## config.mk

```make
export PLATFORM = sky130hd
export DESIGN_NAME = vtg_720p_timing
export DESIGN_NICKNAME = d
export VERILOG_FILES = /design/src/rtl/vtg_720p_timing.sv
export SDC_FILE = /design/constraint.sdc
export NUM_CORES = 1
export LEC_CHECK = 0
export BUFFER_PORTS_ARGS = -buffer_cell sky130_fd_sc_hd__buf_4
export CORE_MARGIN = 2
export CORE_UTILIZATION = 30
export DETAILED_ROUTE_END_ITERATION = 7
export PLACE_DENSITY = 0.51
export SYNTH_ARGS = -nofsm -noshare
export SYNTH_HDL_FRONTEND = slang
export SYNTH_SLANG_ARGS = --single-unit
```

## constraint.sdc

```tcl
create_clock -name clk -period 3.22 [get_ports clk]
set_input_delay 0.966 -clock clk [delete_from_list [all_inputs] [get_ports clk]]
set_output_delay 0.966 -clock clk [all_outputs]
set_load 0.01 [all_outputs]
```

## src/rtl/vtg_720p_timing.sv

```systemverilog
// vtg_720p_timing: raster timing generator for the TMDS output path.
// Produces x/y counters, hsync, vsync, data enable and line/frame strobes,
// all registered and aligned to the x/y shown on the same cycle.
// Optional feature macro VTG_LOCK_GATE_EN: when defined, the raster is gated
// by a synchronized, qualified PLL lock; when undefined, pll_lock is ignored
// and the raster starts on the first edge after reset deasserts.
module vtg_720p_timing #(
  parameter int H_ACTIVE    = 1280,
  parameter int H_FP        = 110,
  parameter int H_SYNC      = 40,
  parameter int H_BP        = 220,
  parameter int V_ACTIVE    = 720,
  parameter int V_FP        = 5,
  parameter int V_SYNC      = 5,
  parameter int V_BP        = 20,
  parameter int HS_POL      = 1,
  parameter int VS_POL      = 1,
  parameter int LOCK_CYCLES = 16
) (
  input  logic        clk,
  input  logic        rst,
  input  logic        pll_lock,
  output logic        hs,
  output logic        vs,
  output logic        de,
  output logic [11:0] x,
  output logic [10:0] y,
  output logic        frame_start,
  output logic        line_start,
  output logic        running
);

  localparam int H_TOTAL = H_ACTIVE + H_FP + H_SYNC + H_BP;
  localparam int V_TOTAL = V_ACTIVE + V_FP + V_SYNC + V_BP;

  generate
    if (H_TOTAL > 4095) begin : g_h_total_chk
      $error("vtg_720p_timing: H_TOTAL exceeds 4095");
    end
    if (V_TOTAL > 2047) begin : g_v_total_chk
      $error("vtg_720p_timing: V_TOTAL exceeds 2047");
    end
    if (LOCK_CYCLES < 1 || LOCK_CYCLES > 255) begin : g_lock_chk
      $error("vtg_720p_timing: LOCK_CYCLES must be 1..255");
    end
  endgenerate

  localparam logic [11:0] H_LAST = 12'(H_TOTAL - 1);
  localparam logic [11:0] H_ACT  = 12'(H_ACTIVE);
  localparam logic [11:0] HS_BEG = 12'(H_ACTIVE + H_FP);
  localparam logic [11:0] HS_END = 12'(H_ACTIVE + H_FP + H_SYNC);
  localparam logic [10:0] V_LAST = 11'(V_TOTAL - 1);
  localparam logic [10:0] V_ACT  = 11'(V_ACTIVE);
  localparam logic [10:0] VS_BEG = 11'(V_ACTIVE + V_FP);
  localparam logic [10:0] VS_END = 11'(V_ACTIVE + V_FP + V_SYNC);
  localparam logic        HS_ON  = (HS_POL != 0);
  localparam logic        VS_ON  = (VS_POL != 0);

  typedef enum logic {
    WAIT_LOCK = 1'b0,
    RUN       = 1'b1
  } state_t;

  state_t      state;
  state_t      state_n;
  logic        run_n;
  logic [11:0] x_n;
  logic [10:0] y_n;
  logic        hs_d;
  logic        vs_d;
  logic        de_d;
  logic        fs_d;
  logic        ls_d;

`ifdef VTG_LOCK_GATE_EN
  localparam logic [7:0] LOCK_TARGET = 8'(LOCK_CYCLES);

  logic       lock_meta;
  logic       lock_sync;
  logic [7:0] lock_cnt;
  logic [7:0] lock_cnt_n;

  // Two-flop synchronizer for the asynchronous PLL lock.
  always_ff @(posedge clk) begin
    if (rst) begin
      lock_meta <= 1'b0;
      lock_sync <= 1'b0;
    end else begin
      lock_meta <= pll_lock;
      lock_sync <= lock_meta;
    end
  end

  // Lock qualification counter register.
  always_ff @(posedge clk) begin
    if (rst) begin
      lock_cnt <= '0;
    end else begin
      lock_cnt <= lock_cnt_n;
    end
  end

  // Next state: qualify lock in WAIT_LOCK, drop back on any low lock in RUN.
  // The counter sits at LOCK_CYCLES for the cycle that launches RUN and is
  // zero throughout RUN, so every re-entry requalifies from scratch.
  always_comb begin
    state_n    = state;
    lock_cnt_n = '0;
    case (state)
      WAIT_LOCK: begin
        if (lock_sync) begin
          if (lock_cnt == LOCK_TARGET) begin
            state_n = RUN;
          end else begin
            lock_cnt_n = lock_cnt + 8'd1;
          end
        end
      end
      RUN: begin
        if (!lock_sync) begin
          state_n = WAIT_LOCK;
        end
      end
      default: state_n = WAIT_LOCK;
    endcase
  end
`else
  logic unused_pll_lock;
  assign unused_pll_lock = pll_lock;

  // Next state: free-running; only reset returns the block to WAIT_LOCK.
  always_comb begin
    state_n = state;
    case (state)
      WAIT_LOCK: state_n = RUN;
      RUN:       state_n = RUN;
      default:   state_n = RUN;
    endcase
  end
`endif

  // Next raster position: advance while staying in RUN, else start at (0,0).
  always_comb begin
    run_n = (state_n == RUN);
    x_n   = '0;
    y_n   = '0;
    if (run_n && state == RUN) begin
      if (x == H_LAST) begin
        x_n = '0;
        y_n = (y == V_LAST) ? '0 : y + 11'd1;
      end else begin
        x_n = x + 12'd1;
        y_n = y;
      end
    end
  end

  // Next output values, decoded from the next position so that the
  // registered outputs line up with the registered x/y.
  always_comb begin
    hs_d = ~HS_ON;
    vs_d = ~VS_ON;
    de_d = 1'b0;
    fs_d = 1'b0;
    ls_d = 1'b0;
    if (run_n) begin
      de_d = (x_n < H_ACT) && (y_n < V_ACT);
      if ((x_n >= HS_BEG) && (x_n < HS_END)) begin
        hs_d = HS_ON;
      end
      if ((y_n >= VS_BEG) && (y_n < VS_END)) begin
        vs_d = VS_ON;
      end
      ls_d = (x_n == 12'd0);
      fs_d = (x_n == 12'd0) && (y_n == 11'd0);
    end
  end

  // State, counters and output registers.
  always_ff @(posedge clk) begin
    if (rst) begin
      state       <= WAIT_LOCK;
      x           <= '0;
      y           <= '0;
      hs          <= ~HS_ON;
      vs          <= ~VS_ON;
      de          <= 1'b0;
      frame_start <= 1'b0;
      line_start  <= 1'b0;
      running     <= 1'b0;
    end else begin
      state       <= state_n;
      x           <= x_n;
      y           <= y_n;
      hs          <= hs_d;
      vs          <= vs_d;
      de          <= de_d;
      frame_start <= fs_d;
      line_start  <= ls_d;
      running     <= run_n;
    end
  end

endmodule
```

==> results of run 1 <==
==> cell usage after synthesis, types with 2 or more instances <==
| cell | number |
|---|---|
| sky130_fd_sc_hd__ha_1 | 4 |
| sky130_fd_sc_hd__o21ai_0 | 6 |
| sky130_fd_sc_hd__o31ai_1 | 3 |
| sky130_fd_sc_hd__nand3_1 | 9 |
| sky130_fd_sc_hd__xnor2_1 | 12 |
| sky130_fd_sc_hd__o31a_1 | 5 |
| sky130_fd_sc_hd__nor3_1 | 12 |
| sky130_fd_sc_hd__and3_1 | 3 |
| sky130_fd_sc_hd__nor2_1 | 47 |
| sky130_fd_sc_hd__a31oi_1 | 2 |
| sky130_fd_sc_hd__nand4b_1 | 2 |
| sky130_fd_sc_hd__o221ai_1 | 2 |
| sky130_fd_sc_hd__or3b_2 | 2 |
| sky130_fd_sc_hd__dfxtp_1 | 29 |
| sky130_fd_sc_hd__nor4_1 | 10 |
| sky130_fd_sc_hd__clkbuf_1 | 7 |
| sky130_fd_sc_hd__inv_1 | 10 |
| sky130_fd_sc_hd__nand2_1 | 16 |
| sky130_fd_sc_hd__nand4_1 | 6 |
| sky130_fd_sc_hd__buf_6 | 3 |
| sky130_fd_sc_hd__or2_2 | 2 |
| sky130_fd_sc_hd__and4_1 | 2 |
| sky130_fd_sc_hd__xor2_1 | 2 |
| sky130_fd_sc_hd__a21oi_1 | 4 |
| sky130_fd_sc_hd__a22oi_1 | 2 |
| sky130_fd_sc_hd__nand3b_1 | 2 |
==> state kept, by name, summed over array words and instances (netlist names) <==
register,flops
de,1
frame_start,1
hs,1
line_start,1
state,1
vs,1
x,12
y,11
==> worst max-delay path, stage by stage, from the launching register on <==
cell and delay (ps):
sky130_fd_sc_hd__dfxtp_1 360, sky130_fd_sc_hd__inv_1 70, sky130_fd_sc_hd__ha_1 130, sky130_fd_sc_hd__or4b_4 470, sky130_fd_sc_hd__or4_4 570, sky130_fd_sc_hd__buf_4 210, sky130_fd_sc_hd__o21a_1 220, sky130_fd_sc_hd__a211oi_1 300
sky130_fd_sc_hd__nand4_1 180, sky130_fd_sc_hd__a221oi_2 290
==> path summary, 6_finish.rpt <==
kind	start	to	slack, ps	cells after the start
max reg2reg	x[1]	frame_start	340	9
min reg2reg	state	frame_start	560	1
max	x[1]	frame_start	340	9
min	state	frame_start	560	1
==> per-layer routing <==
layer / track usage / routed length (um)
met1: 0.186 / 2050
met2: 0.241 / 2040
met3: 0.0317 / 178
met5: 0 / 0
met4: 0.0661 / 72
==> power groups by stage <==
| stage | Sequential (W) | Clock (W) | Combinational [W] |
|---|---|---|---|
| detailed placement | 0.000374 | 0 | 0.0000326 |
| global placement | 0.000374 | 0 | 0.0000329 |
| global route | 0.000367 | 0.000426 | 0.0000350 |
| CTS | 0.000366 | 0.000410 | 0.0000328 |
| finish | 0.000366 | 0.000398 | 0.0000320 |
| floorplan | 0.000377 | 0 | 0.0000141 |
==> cell type report <==
| cell class | count | area, um2 |
|---|---|---|
| clock buffer | 7 | 86.3 |
| clock inverter | 1 | 30.0 |
| fill | 598 | 3360 |
| inverter | 10 | 37.5 |
| multi-input combinational | 174 | 1050 |
| sequential | 29 | 581 |
| tap | 72 | 90.1 |
| timing repair buffer | 40 | 300 |
==> per-stage QoR <==
step                utilization  instances  hold WS, ps  power [W]
floorplan                     -        223          514   0.000391
global placement          0.372        325          573   0.000407
detailed placement        0.372        325          557   0.000407
CTS                       0.393        333          576   0.000809
global route              0.393        333          602   0.000828
finish                    0.393        333          561   0.000796
==> cells by family (layout without fill, tap and decap cells) <==
kind of cell,count (synthesis),in the layout
adders and majority gates,4,4
and+or+nand+nor,120,120
xor gates and xnor gates,14,14
muxes,1,1
DFF,29,29
buffers and inverters,20,58
AOI/OAI and AO/OA,35,35
==> metrics.txt, run 1 <==
# TYPE chip_impl_metric gauge
chip_impl_metric{name="post-cts-setup-buffer-count",unit=""} 0
chip_impl_metric{name="detailedRoute.firstPassIterationCount",unit=""} 4
chip_impl_metric{name="gp_congestion",unit=""} 0.823
chip_impl_metric{name="netSwitchingPower",unit="W"} 0.000167
chip_impl_metric{name="io_pins",unit=""} 32
chip_impl_metric{name="antenna_cells_inserted",unit=""} 0
chip_impl_metric{name="grt_first_pass_wirelength",unit="um"} 7310
chip_impl_metric{name="crit_fanout",unit=""} 12
chip_impl_metric{name="floorplan.initialDensity",unit=""} 0.311
chip_impl_metric{name="maxCapViolCount",unit=""} 0
chip_impl_metric{name="post-route-drc-count",unit=""} 0
chip_impl_metric{name="post_synth_num_cell_types",unit=""} 45
chip_impl_metric{name="finalSetupViolCount",unit=""} 0
chip_impl_metric{name="antenna_violations_before_repair",unit=""} 0
chip_impl_metric{name="pre_cts_slack",unit="ps"} 327
chip_impl_metric{name="synth_compound_gate_area_share",unit=""} 0.149
chip_impl_metric{name="dieArea",unit="um2"} 6370
chip_impl_metric{name="p_seq_frac",unit=""} 0.460
chip_impl_metric{name="postRouteAntennaNets",unit=""} 0
chip_impl_metric{name="postLayoutSetupSlackWorst",unit="ps"} 338
chip_impl_info{name="most_common_cell_after_layout_fill_and_taps_aside",value="sky130_fd_sc_hd__nor2_1"} 1
chip_impl_info{name="cts-root-buf",value="sky130_fd_sc_hd__clkbuf_8"} 1
chip_impl_metric{name="ys_warn_count",unit=""} 0
chip_impl_info{name="worst_hold_class",value="reg2reg"} 1
chip_impl_metric{name="fp.dieH",unit="um"} 79.8
chip_impl_info{name="dominantRegCellSynth",value="sky130_fd_sc_hd__dfxtp_1"} 1
chip_impl_metric{name="worst-slew-pin-transition",unit="ps"} 412
chip_impl_metric{name="post_route_design_area",unit="um2"} 2180
chip_impl_metric{name="grt_max_degree",unit=""} 14
chip_impl_metric{name="post_synth_xor_area_fraction",unit=""} 0.0711
chip_impl_metric{name="clock.fmax",unit="GHz"} 0.347
chip_impl_metric{name="slew-limit-headroom",unit=""} 0.723
chip_impl_info{name="dominant_cell_type_by_area_after_synthesis",value="sky130_fd_sc_hd__dfxtp_1"} 1
chip_impl_metric{name="viasPerCell",unit=""} 5.17
chip_impl_metric{name="grt_remaining_overflow",unit=""} 0
chip_impl_metric{name="numCtsBuffers",unit=""} 5
chip_impl_metric{name="clock_insertion_delay_worst_skew",unit="ps"} 290
chip_impl_metric{name="tritoncts_num_sinks",unit=""} 29
chip_impl_metric{name="asyncSetResetFlopFracSynth",unit=""} 0
chip_impl_metric{name="core_area",unit="um2"} 5540
chip_impl_metric{name="drt-wirelength-per-cell",unit="um"} 13.0
chip_impl_info{name="main_combinational_cell_family_by_area_after_synthesis",value="simple AND/OR/NAND/NOR gates"} 1
chip_impl_metric{name="drv_slew",unit=""} 0
chip_impl_metric{name="period_share",unit=""} 0.895
chip_impl_metric{name="synthAdderAreaFrac",unit=""} 0.0290
chip_impl_metric{name="muxShareOfSynthArea",unit=""} 0.00653
chip_impl_metric{name="postSynthAreaPerCell",unit="um2"} 7.74
chip_impl_info{name="cts_tree",value="yes"} 1
chip_impl_metric{name="layout_min_cycle_time",unit="ps"} 2880
chip_impl_info{name="most_frequent_cells_in_the_layout",value="47 x sky130_fd_sc_hd__nor2_1, 40 x sky130_fd_sc_hd__buf_4, 29 x sky130_fd_sc_hd__dfxtp_1, 16 x sky130_fd_sc_hd__nand2_1"} 1
chip_impl_info{name="result_of_the_run",value="completed"} 1
chip_impl_info{name="endpoint_kind",value="register"} 1
chip_impl_metric{name="power_density",unit="nW/um2"} 365
chip_impl_metric{name="placement_rows",unit=""} 27
chip_impl_metric{name="number_of_global_route_vias_before_repair",unit=""} 1626
chip_impl_metric{name="drive_above_1_share",unit=""} 0.218
chip_impl_metric{name="place_area",unit="um2"} 2060
chip_impl_metric{name="netSwitchingFraction",unit=""} 0.210
chip_impl_metric{name="fin_setup_tns",unit="ps"} 0
chip_impl_metric{name="skew",unit="ps"} 11.7
chip_impl_metric{name="clk_network_pwr_share",unit=""} 0.500
chip_impl_metric{name="power.static_leakage",unit="nW"} 0.796
chip_impl_metric{name="synth.ff_latch_count",unit=""} 29
chip_impl_metric{name="resized_cells_post_cts",unit=""} 0
chip_impl_metric{name="place_hpwl",unit="um"} 3300
chip_impl_metric{name="vias",unit=""} 1721
chip_impl_metric{name="drt_wl_total",unit="um"} 4340
chip_impl_metric{name="report.final.hold_viol_count",unit=""} 0
chip_impl_metric{name="vdd_drop_max",unit="mV"} 0.215
chip_impl_metric{name="combinationalPowerShare",unit=""} 0.040
chip_impl_metric{name="post_synth_instance_area",unit="um2"} 1730
chip_impl_info{name="rsz0062_at_grt",value="no"} 1
chip_impl_metric{name="synth_top_area_share",unit=""} 0.336
chip_impl_metric{name="timing.critical_path.required",unit="ps"} 3420
chip_impl_metric{name="worst_ep_arrival_time",unit="ps"} 3080
chip_impl_metric{name="h-tree-depth",unit=""} 2
chip_impl_metric{name="portBuffers",unit=""} 30
chip_impl_metric{name="synth_enable_flop_cells",unit=""} 0
chip_impl_info{name="critical_path_start_type",value="register"} 1
chip_impl_metric{name="area.growth.synth_to_final",unit="%"} 26.3
chip_impl_metric{name="clock_tree.buffer_depth",unit=""} 2
chip_impl_metric{name="cts_hold_buffers",unit=""} 0
chip_impl_metric{name="syn-instance-count",unit=""} 223
chip_impl_metric{name="total_routing_usage_gr",unit=""} 0.148
chip_impl_info{name="synthTopCellsByArea",value="sky130_fd_sc_hd__dfxtp_1 34%, sky130_fd_sc_hd__nor2_1 10%, sky130_fd_sc_hd__xnor2_1 6.1%"} 1
chip_impl_metric{name="internal_power_of_the_cells",unit="W"} 0.000629
chip_impl_metric{name="synth.yosys.seq_area_share",unit=""} 0.336
chip_impl_metric{name="num-nets-final",unit=""} 267
chip_impl_metric{name="drt_iter0_markers",unit=""} 81
chip_impl_info{name="worstSetupPathType",value="reg2reg"} 1
chip_impl_metric{name="die_width",unit="um"} 79.8
chip_impl_metric{name="post_synth_and_or_nand_nor_area_fraction",unit=""} 0.352
chip_impl_metric{name="synth.net_count",unit=""} 230
chip_impl_metric{name="clk_pin_slew",unit="ps"} 70
Note: power is estimated with default switching activity, not from simulation.
==> run 2, diff against run 1 <==
--- a/config.mk
+++ b/config.mk
@@ -7,9 +7,9 @@
 export LEC_CHECK = 0
 export BUFFER_PORTS_ARGS = -buffer_cell sky130_fd_sc_hd__buf_4
 export CORE_MARGIN = 2
-export CORE_UTILIZATION = 30
+export CORE_UTILIZATION = 50
 export DETAILED_ROUTE_END_ITERATION = 7
-export PLACE_DENSITY = 0.51
+export PLACE_DENSITY = 0.76
 export SYNTH_ARGS = -nofsm -noshare
 export SYNTH_HDL_FRONTEND = slang
 export SYNTH_SLANG_ARGS = --single-unit
==> constraint.sdc (replaced) <==
create_clock -name clk -period 2.9 [get_ports clk]
set_input_delay 0.87 -clock clk [delete_from_list [all_inputs] [get_ports clk]]
set_output_delay 0.87 -clock clk [all_outputs]
set_load 0.01 [all_outputs]
==> metrics.txt, run 2 (synthesized netlist as in run 1, its figures left out) <==
# TYPE chip_impl_metric gauge
chip_impl_metric{name="antenna_violations_before_repair",unit=""} 0
chip_impl_metric{name="vias",unit=""} 1772
chip_impl_metric{name="skew",unit="ps"} 5.69
chip_impl_info{name="most_frequent_cells_in_the_layout",value="47 x sky130_fd_sc_hd__nor2_1, 46 x sky130_fd_sc_hd__buf_4, 29 x sky130_fd_sc_hd__dfxtp_1, 16 x sky130_fd_sc_hd__nand2_1"} 1
chip_impl_info{name="endpoint_kind",value="register"} 1
chip_impl_metric{name="fp.dieH",unit="um"} 62.7
chip_impl_metric{name="clock_insertion_delay_worst_skew",unit="ps"} 330
chip_impl_info{name="result_of_the_run",value="completed"} 1
chip_impl_metric{name="p_seq_frac",unit=""} 0.557
chip_impl_metric{name="crit_fanout",unit=""} 7
chip_impl_info{name="cts_tree",value="yes"} 1
chip_impl_info{name="critical_path_start_type",value="register"} 1
chip_impl_metric{name="die_width",unit="um"} 62.7
chip_impl_metric{name="netSwitchingFraction",unit=""} 0.231
chip_impl_metric{name="netSwitchingPower",unit="W"} 0.000168
chip_impl_metric{name="grt_first_pass_wirelength",unit="um"} 7040
chip_impl_info{name="cts-root-buf",value="sky130_fd_sc_hd__clkbuf_4"} 1
chip_impl_info{name="biggest_regs",value="x: 12 flops, y: 11 flops"} 1
chip_impl_info{name="r2r_end",value="frame_start"} 1
chip_impl_metric{name="portBuffers",unit=""} 30
chip_impl_info{name="max_flop_register",value="x"} 1
chip_impl_metric{name="reg2reg_setup_slack",unit="ps"} 160
chip_impl_metric{name="place_area",unit="um2"} 2070
chip_impl_metric{name="clk_network_pwr_share",unit=""} 0.392
chip_impl_metric{name="numCtsBuffers",unit=""} 5
chip_impl_metric{name="report.final.hold_viol_count",unit=""} 0
chip_impl_metric{name="num-nets-final",unit=""} 273
chip_impl_info{name="critical_path.endpoint",value="frame_start"} 1
chip_impl_metric{name="worst-r2r-cell-count",unit=""} 9
chip_impl_metric{name="power_density",unit="nW/um2"} 337
chip_impl_metric{name="clock_tree.buffer_depth",unit=""} 2
chip_impl_info{name="critical_path.startpoint",value="x[1]"} 1
chip_impl_metric{name="fin_setup_tns",unit="ps"} 0
chip_impl_info{name="rr_startpoint",value="x[1]"} 1
chip_impl_metric{name="post_route_design_area",unit="um2"} 2160
chip_impl_metric{name="power.static_leakage",unit="nW"} 0.814
chip_impl_metric{name="drive_above_1_share",unit=""} 0.247
chip_impl_metric{name="hold-worst-slack",unit="ps"} 567
chip_impl_metric{name="vdd_drop_max",unit="mV"} 0.288
chip_impl_metric{name="total_routing_usage_gr",unit=""} 0.225
chip_impl_metric{name="timing.critical_path.required",unit="ps"} 3160
chip_impl_metric{name="dieArea",unit="um2"} 3940
chip_impl_metric{name="clock.fmax",unit="GHz"} 0.365
chip_impl_info{name="worstSetupPathType",value="reg2reg"} 1
chip_impl_metric{name="filler_cell_count",unit=""} 321
chip_impl_metric{name="floorplan.initialDensity",unit=""} 0.517
chip_impl_metric{name="postRouteAntennaNets",unit=""} 0
chip_impl_metric{name="antenna_cells_inserted",unit=""} 0
chip_impl_metric{name="drt-wirelength-per-cell",unit="um"} 13.0
chip_impl_metric{name="clk_pin_slew",unit="ps"} 90
chip_impl_info{name="worst_hold_class",value="reg2reg"} 1
chip_impl_metric{name="drt_iter0_markers",unit=""} 100
chip_impl_metric{name="place_hpwl",unit="um"} 3040
chip_impl_metric{name="combinationalPowerShare",unit=""} 0.050
chip_impl_metric{name="largest_register_ffs",unit=""} 12
chip_impl_metric{name="layout_min_cycle_time",unit="ps"} 2740
chip_impl_metric{name="slew-limit-headroom",unit=""} 0.702
chip_impl_metric{name="io_pins",unit=""} 32
chip_impl_metric{name="worst-slew-pin-transition",unit="ps"} 444
chip_impl_metric{name="viasPerCell",unit=""} 5.66
chip_impl_metric{name="tritoncts_num_sinks",unit=""} 29
chip_impl_metric{name="cts_hold_buffers",unit=""} 0
chip_impl_metric{name="grt_max_degree",unit=""} 16
chip_impl_metric{name="worst_ep_arrival_time",unit="ps"} 3000
chip_impl_metric{name="h-tree-depth",unit=""} 2
chip_impl_metric{name="number_of_global_route_vias_before_repair",unit=""} 1586
chip_impl_metric{name="maxCapViolCount",unit=""} 0
chip_impl_metric{name="core_area",unit="um2"} 3340
chip_impl_metric{name="period_share",unit=""} 0.945
chip_impl_info{name="rsz0062_at_grt",value="no"} 1
chip_impl_metric{name="internal_power_of_the_cells",unit="W"} 0.000559
chip_impl_metric{name="area.growth.synth_to_final",unit="%"} 25.0
chip_impl_metric{name="drt_wl_total",unit="um"} 4060
chip_impl_metric{name="finalSetupViolCount",unit=""} 0
chip_impl_metric{name="gp_congestion",unit=""} 0.896
chip_impl_metric{name="report.power.total",unit="W"} 0.000727
chip_impl_metric{name="placement_rows",unit=""} 21
chip_impl_metric{name="detailedRoute.firstPassIterationCount",unit=""} 4
chip_impl_metric{name="post-route-drc-count",unit=""} 0
chip_impl_metric{name="drv_slew",unit=""} 0
chip_impl_metric{name="grt_remaining_overflow",unit=""} 0
chip_impl_info{name="most_common_cell_after_layout_fill_and_taps_aside",value="sky130_fd_sc_hd__nor2_1"} 1
[run 2: repair_timing]
action / CTS / global route
endpoints found under the setup margin: 0 / 3
setup buffers: 0 / 0
resized for setup: 0 / 3
[run 2: worst min path at each step]
stage / from / to / slack [ps] / cells past startpoint
2_1_floorplan: x[0] / x[0] / 510 / 1
3_3_place_gp: state / frame_start / 550 / 1
3_5_place_dp: state / frame_start / 550 / 1
4_1_cts: state / frame_start / 570 / 1
5_1_grt: state / frame_start / 580 / 1
6_report: x[0] / x[0] / 570 / 2
[run 2: layout make-up]
class / count / area, um2 / share of cell area
multi-input cells: 174 / 1070 / 0.494
flip-flops and latches: 29 / 581 / 0.269
repair buffers: 46 / 345 / 0.160
clock buffers: 7 / 65.1 / 0.0302
well taps: 46 / 57.6 / 0.0267
inverters: 10 / 37.5 / 0.0174
clock inverters: 1 / 5.00 / 0.00232
[run 2: metrics by stage]
step	setup slack [ps]	instances	utilization
final	159	313	0.646
after global routing	49.8	313	0.646
after CTS	41.5	313	0.641
after detailed placement	90.2	305	0.620
after global placement	92.1	305	0.620
after floorplan	54.1	223	-
[run 2: metal layers]
metal  up-vias  routed length, um  global-route usage  share of wire
met1       809               1760               0.270           0.43
met4         0                107               0.108          0.026
li1        898                  -                   -              -
met2        51               2010               0.382           0.49
met5         -                  0                   0              0
met3        14                181              0.0486          0.045
[run 2: critical path: stages (launching register included)]
cell	delay, ps
sky130_fd_sc_hd__dfxtp_1	320
sky130_fd_sc_hd__inv_1	50
sky130_fd_sc_hd__ha_1	130
sky130_fd_sc_hd__or4b_4	470
sky130_fd_sc_hd__or4_4	490
sky130_fd_sc_hd__buf_4	180
sky130_fd_sc_hd__o31a_1	310
sky130_fd_sc_hd__nor4_2	280
sky130_fd_sc_hd__nand4_1	150
sky130_fd_sc_hd__a221oi_2	290
[run 2: power groups by stage]
stage          sequential (W)  combinational, W  clock (W)
2_1_floorplan        0.000418         0.0000156          0
3_3_place_gp         0.000415         0.0000366          0
3_5_place_dp         0.000415         0.0000369          0
6_report             0.000405         0.0000367   0.000285
4_1_cts              0.000406         0.0000370   0.000297
5_1_grt              0.000406         0.0000407   0.000321
==> run 3, diff against run 2 <==
--- a/config.mk
+++ b/config.mk
@@ -5,11 +5,12 @@
 export SDC_FILE = /design/constraint.sdc
 export NUM_CORES = 1
 export LEC_CHECK = 0
+export ABC_CLOCK_PERIOD_IN_PS = 2900
 export BUFFER_PORTS_ARGS = -buffer_cell sky130_fd_sc_hd__buf_4
 export CORE_MARGIN = 2
 export CORE_UTILIZATION = 50
 export DETAILED_ROUTE_END_ITERATION = 7
-export PLACE_DENSITY = 0.76
+export PLACE_DENSITY = 0.73
 export SYNTH_ARGS = -nofsm -noshare
 export SYNTH_HDL_FRONTEND = slang
 export SYNTH_SLANG_ARGS = --single-unit
==> metrics.txt, run 3 (synthesized netlist as in run 1, its figures left out) <==
# TYPE chip_impl_metric gauge
chip_impl_info{name="result_of_the_run",value="completed"} 1
chip_impl_metric{name="die_width",unit="um"} 62.7
chip_impl_info{name="rsz0062_at_grt",value="no"} 1
chip_impl_metric{name="fin_setup_tns",unit="ps"} 0
chip_impl_metric{name="maxCapViolCount",unit=""} 0
chip_impl_metric{name="drv_slew",unit=""} 0
chip_impl_metric{name="p_seq_frac",unit=""} 0.580
chip_impl_metric{name="drive_above_1_share",unit=""} 0.251
chip_impl_metric{name="largest_register_ffs",unit=""} 12
chip_impl_metric{name="antenna_cells_inserted",unit=""} 0
chip_impl_metric{name="period_share",unit=""} 0.942
chip_impl_metric{name="vdd_drop_max",unit="mV"} 0.271
chip_impl_metric{name="gp_congestion",unit=""} 0.895
chip_impl_metric{name="place_area",unit="um2"} 2080
chip_impl_info{name="cts_tree",value="yes"} 1
chip_impl_metric{name="clock.fmax",unit="GHz"} 0.366
chip_impl_metric{name="area.growth.synth_to_final",unit="%"} 25.2
chip_impl_info{name="rr_startpoint",value="x[1]"} 1
chip_impl_metric{name="num-nets-final",unit=""} 274
chip_impl_metric{name="clk_network_pwr_share",unit=""} 0.367
chip_impl_metric{name="report.power.total",unit="W"} 0.000699
chip_impl_metric{name="post_route_design_area",unit="um2"} 2160
chip_impl_metric{name="power_density",unit="nW/um2"} 323
chip_impl_metric{name="worst-slew-pin-transition",unit="ps"} 469
chip_impl_metric{name="grt_first_pass_wirelength",unit="um"} 6990
chip_impl_metric{name="worst-r2r-cell-count",unit=""} 9
chip_impl_info{name="worst_hold_class",value="reg2reg"} 1
chip_impl_metric{name="place_hpwl",unit="um"} 3080
chip_impl_info{name="endpoint_kind",value="register"} 1
chip_impl_info{name="max_flop_register",value="x"} 1
chip_impl_metric{name="critPathMaxStageDelay",unit="ps"} 480
chip_impl_metric{name="grt_max_degree",unit=""} 14
chip_impl_metric{name="fp.dieH",unit="um"} 62.7
chip_impl_metric{name="netSwitchingFraction",unit=""} 0.237
chip_impl_metric{name="report.final.hold_viol_count",unit=""} 0
chip_impl_metric{name="filler_cell_count",unit=""} 311
chip_impl_info{name="timing.critical_path.cells",value="inv_1, ha_1, or4b_4, or4_4, buf_4, o21a_1, a211oi_1, nand4_1, a221oi_2"} 1
chip_impl_metric{name="clock_tree.buffer_depth",unit=""} 2
chip_impl_metric{name="tritoncts_num_sinks",unit=""} 29
chip_impl_metric{name="detailedRoute.firstPassIterationCount",unit=""} 4
chip_impl_metric{name="numCtsBuffers",unit=""} 5
chip_impl_metric{name="dieArea",unit="um2"} 3940
chip_impl_metric{name="netSwitchingPower",unit="W"} 0.000166
chip_impl_metric{name="finalSetupViolCount",unit=""} 0
chip_impl_metric{name="timing.critical_path.required",unit="ps"} 3150
chip_impl_metric{name="internal_power_of_the_cells",unit="W"} 0.000533
chip_impl_metric{name="clk_pin_slew",unit="ps"} 90
chip_impl_metric{name="power.static_leakage",unit="nW"} 0.808
chip_impl_metric{name="portBuffers",unit=""} 30
chip_impl_metric{name="drt_iter0_markers",unit=""} 110
chip_impl_metric{name="number_of_global_route_vias_before_repair",unit=""} 1629
chip_impl_metric{name="combinationalPowerShare",unit=""} 0.053
chip_impl_metric{name="cts_hold_buffers",unit=""} 0
chip_impl_info{name="biggest_regs",value="x: 12 flops, y: 11 flops"} 1
chip_impl_metric{name="floorplan.initialDensity",unit=""} 0.517
chip_impl_metric{name="vias",unit=""} 1771
chip_impl_metric{name="postRouteAntennaNets",unit=""} 0
chip_impl_metric{name="slew-limit-headroom",unit=""} 0.687
chip_impl_metric{name="grt_remaining_overflow",unit=""} 0
chip_impl_metric{name="reg2reg_setup_slack",unit="ps"} 170
chip_impl_info{name="critical_path_start_type",value="register"} 1
chip_impl_metric{name="total_routing_usage_gr",unit=""} 0.224
chip_impl_metric{name="h-tree-depth",unit=""} 2
chip_impl_info{name="critical-path-slowest-cell",value="sky130_fd_sc_hd__or4_4"} 1
chip_impl_info{name="min_from",value="state"} 1
chip_impl_metric{name="drt-wirelength-per-cell",unit="um"} 13.2
chip_impl_metric{name="core_area",unit="um2"} 3340
chip_impl_metric{name="drt_wl_total",unit="um"} 4150
chip_impl_info{name="r2r_end",value="frame_start"} 1
chip_impl_info{name="worstSetupPathType",value="reg2reg"} 1
chip_impl_info{name="cts-root-buf",value="sky130_fd_sc_hd__clkbuf_4"} 1
chip_impl_metric{name="worst_ep_arrival_time",unit="ps"} 2980
chip_impl_info{name="worst_hold_path.endpoint",value="frame_start"} 1
chip_impl_metric{name="antenna_violations_before_repair",unit=""} 0
chip_impl_metric{name="crit_fanout",unit=""} 11
chip_impl_metric{name="min_path_cells",unit=""} 1
chip_impl_metric{name="io_pins",unit=""} 32
chip_impl_metric{name="final_core_utilization",unit=""} 0.648
chip_impl_metric{name="clock_insertion_delay_worst_skew",unit="ps"} 330
chip_impl_metric{name="placement_rows",unit=""} 21
chip_impl_metric{name="skew",unit="ps"} 7.13
chip_impl_metric{name="viasPerCell",unit=""} 5.66
chip_impl_metric{name="layout_min_cycle_time",unit="ps"} 2730
chip_impl_metric{name="post-route-drc-count",unit=""} 0
chip_impl_info{name="most_frequent_cells_in_the_layout",value="47 x sky130_fd_sc_hd__nor2_1, 47 x sky130_fd_sc_hd__buf_4, 29 x sky130_fd_sc_hd__dfxtp_1, 16 x sky130_fd_sc_hd__nand2_1"} 1
[run 3: cell types whose count changed in the layout (fill, tap and decap cells not counted), sizes merged]
cell    before  now
clkinv       1    0
buf         46   47
[run 3: stage by stage]
step / worst slack (ps) / cells / hold slack (ps)
global placement: 131 / 306 / 543
floorplan: 54.1 / 223 / 514
detailed placement: 111 / 306 / 550
CTS: 85.3 / 313 / 570
global route: 10.9 / 313 / 600
finish: 167 / 313 / 554
[run 3: worst max-delay path, delay by kind of cell (launching register included)]
kind,cells,cell delay [ps]
DFF,1,320
adders and majority gates,1,120
buffers and inverters,2,250
and+or+nand+nor,3,1120
AOI/OAI and AO/OA,3,850
[run 3: area by class of cell]
type | count | area (um2) | area share
timing repair buffer | 47 | 353 | 0.163
clock buffer | 7 | 55.1 | 0.0255
sequential | 29 | 581 | 0.269
inverter | 10 | 37.5 | 0.0174
multi-input combinational | 174 | 1080 | 0.499
tap | 46 | 57.6 | 0.0266
[run 3: worst max path at each step]
stage	startpoint	end	slack (ps)	depth (start not counted)
4_1_cts	x[1]	frame_start	90	9
6_report	x[1]	frame_start	170	9
3_5_place_dp	x[1]	frame_start	110	9
2_1_floorplan	x[0]	frame_start	50	9
5_1_grt	x[1]	frame_start	10	9
3_3_place_gp	x[1]	vs	130	8
[run 3: repair_timing]
| action | CTS | global route |
|---|---|---|
| buffers inserted | 0 | 0 |
| resized for setup | 0 | 5 |
| setup endpoints to repair | 0 | 3 |
[run 3: routing by layer]
layer,track usage,part of all wire,up-vias
met5,0,0,-
met4,0.0944,0.016,0
met3,0.0613,0.056,8
met2,0.391,0.50,46
met1,0.256,0.42,829
li1,-,-,888
[run 3: power by group through the flow]
stage | combinational, W | sequential (W) | clock (W)
after floorplan | 0.0000156 | 0.000418 | 0
after global placement | 0.0000366 | 0.000415 | 0
after detailed placement | 0.0000371 | 0.000415 | 0
after CTS | 0.0000370 | 0.000406 | 0.000260
after global routing | 0.0000410 | 0.000407 | 0.000285
final | 0.0000367 | 0.000405 | 0.000257
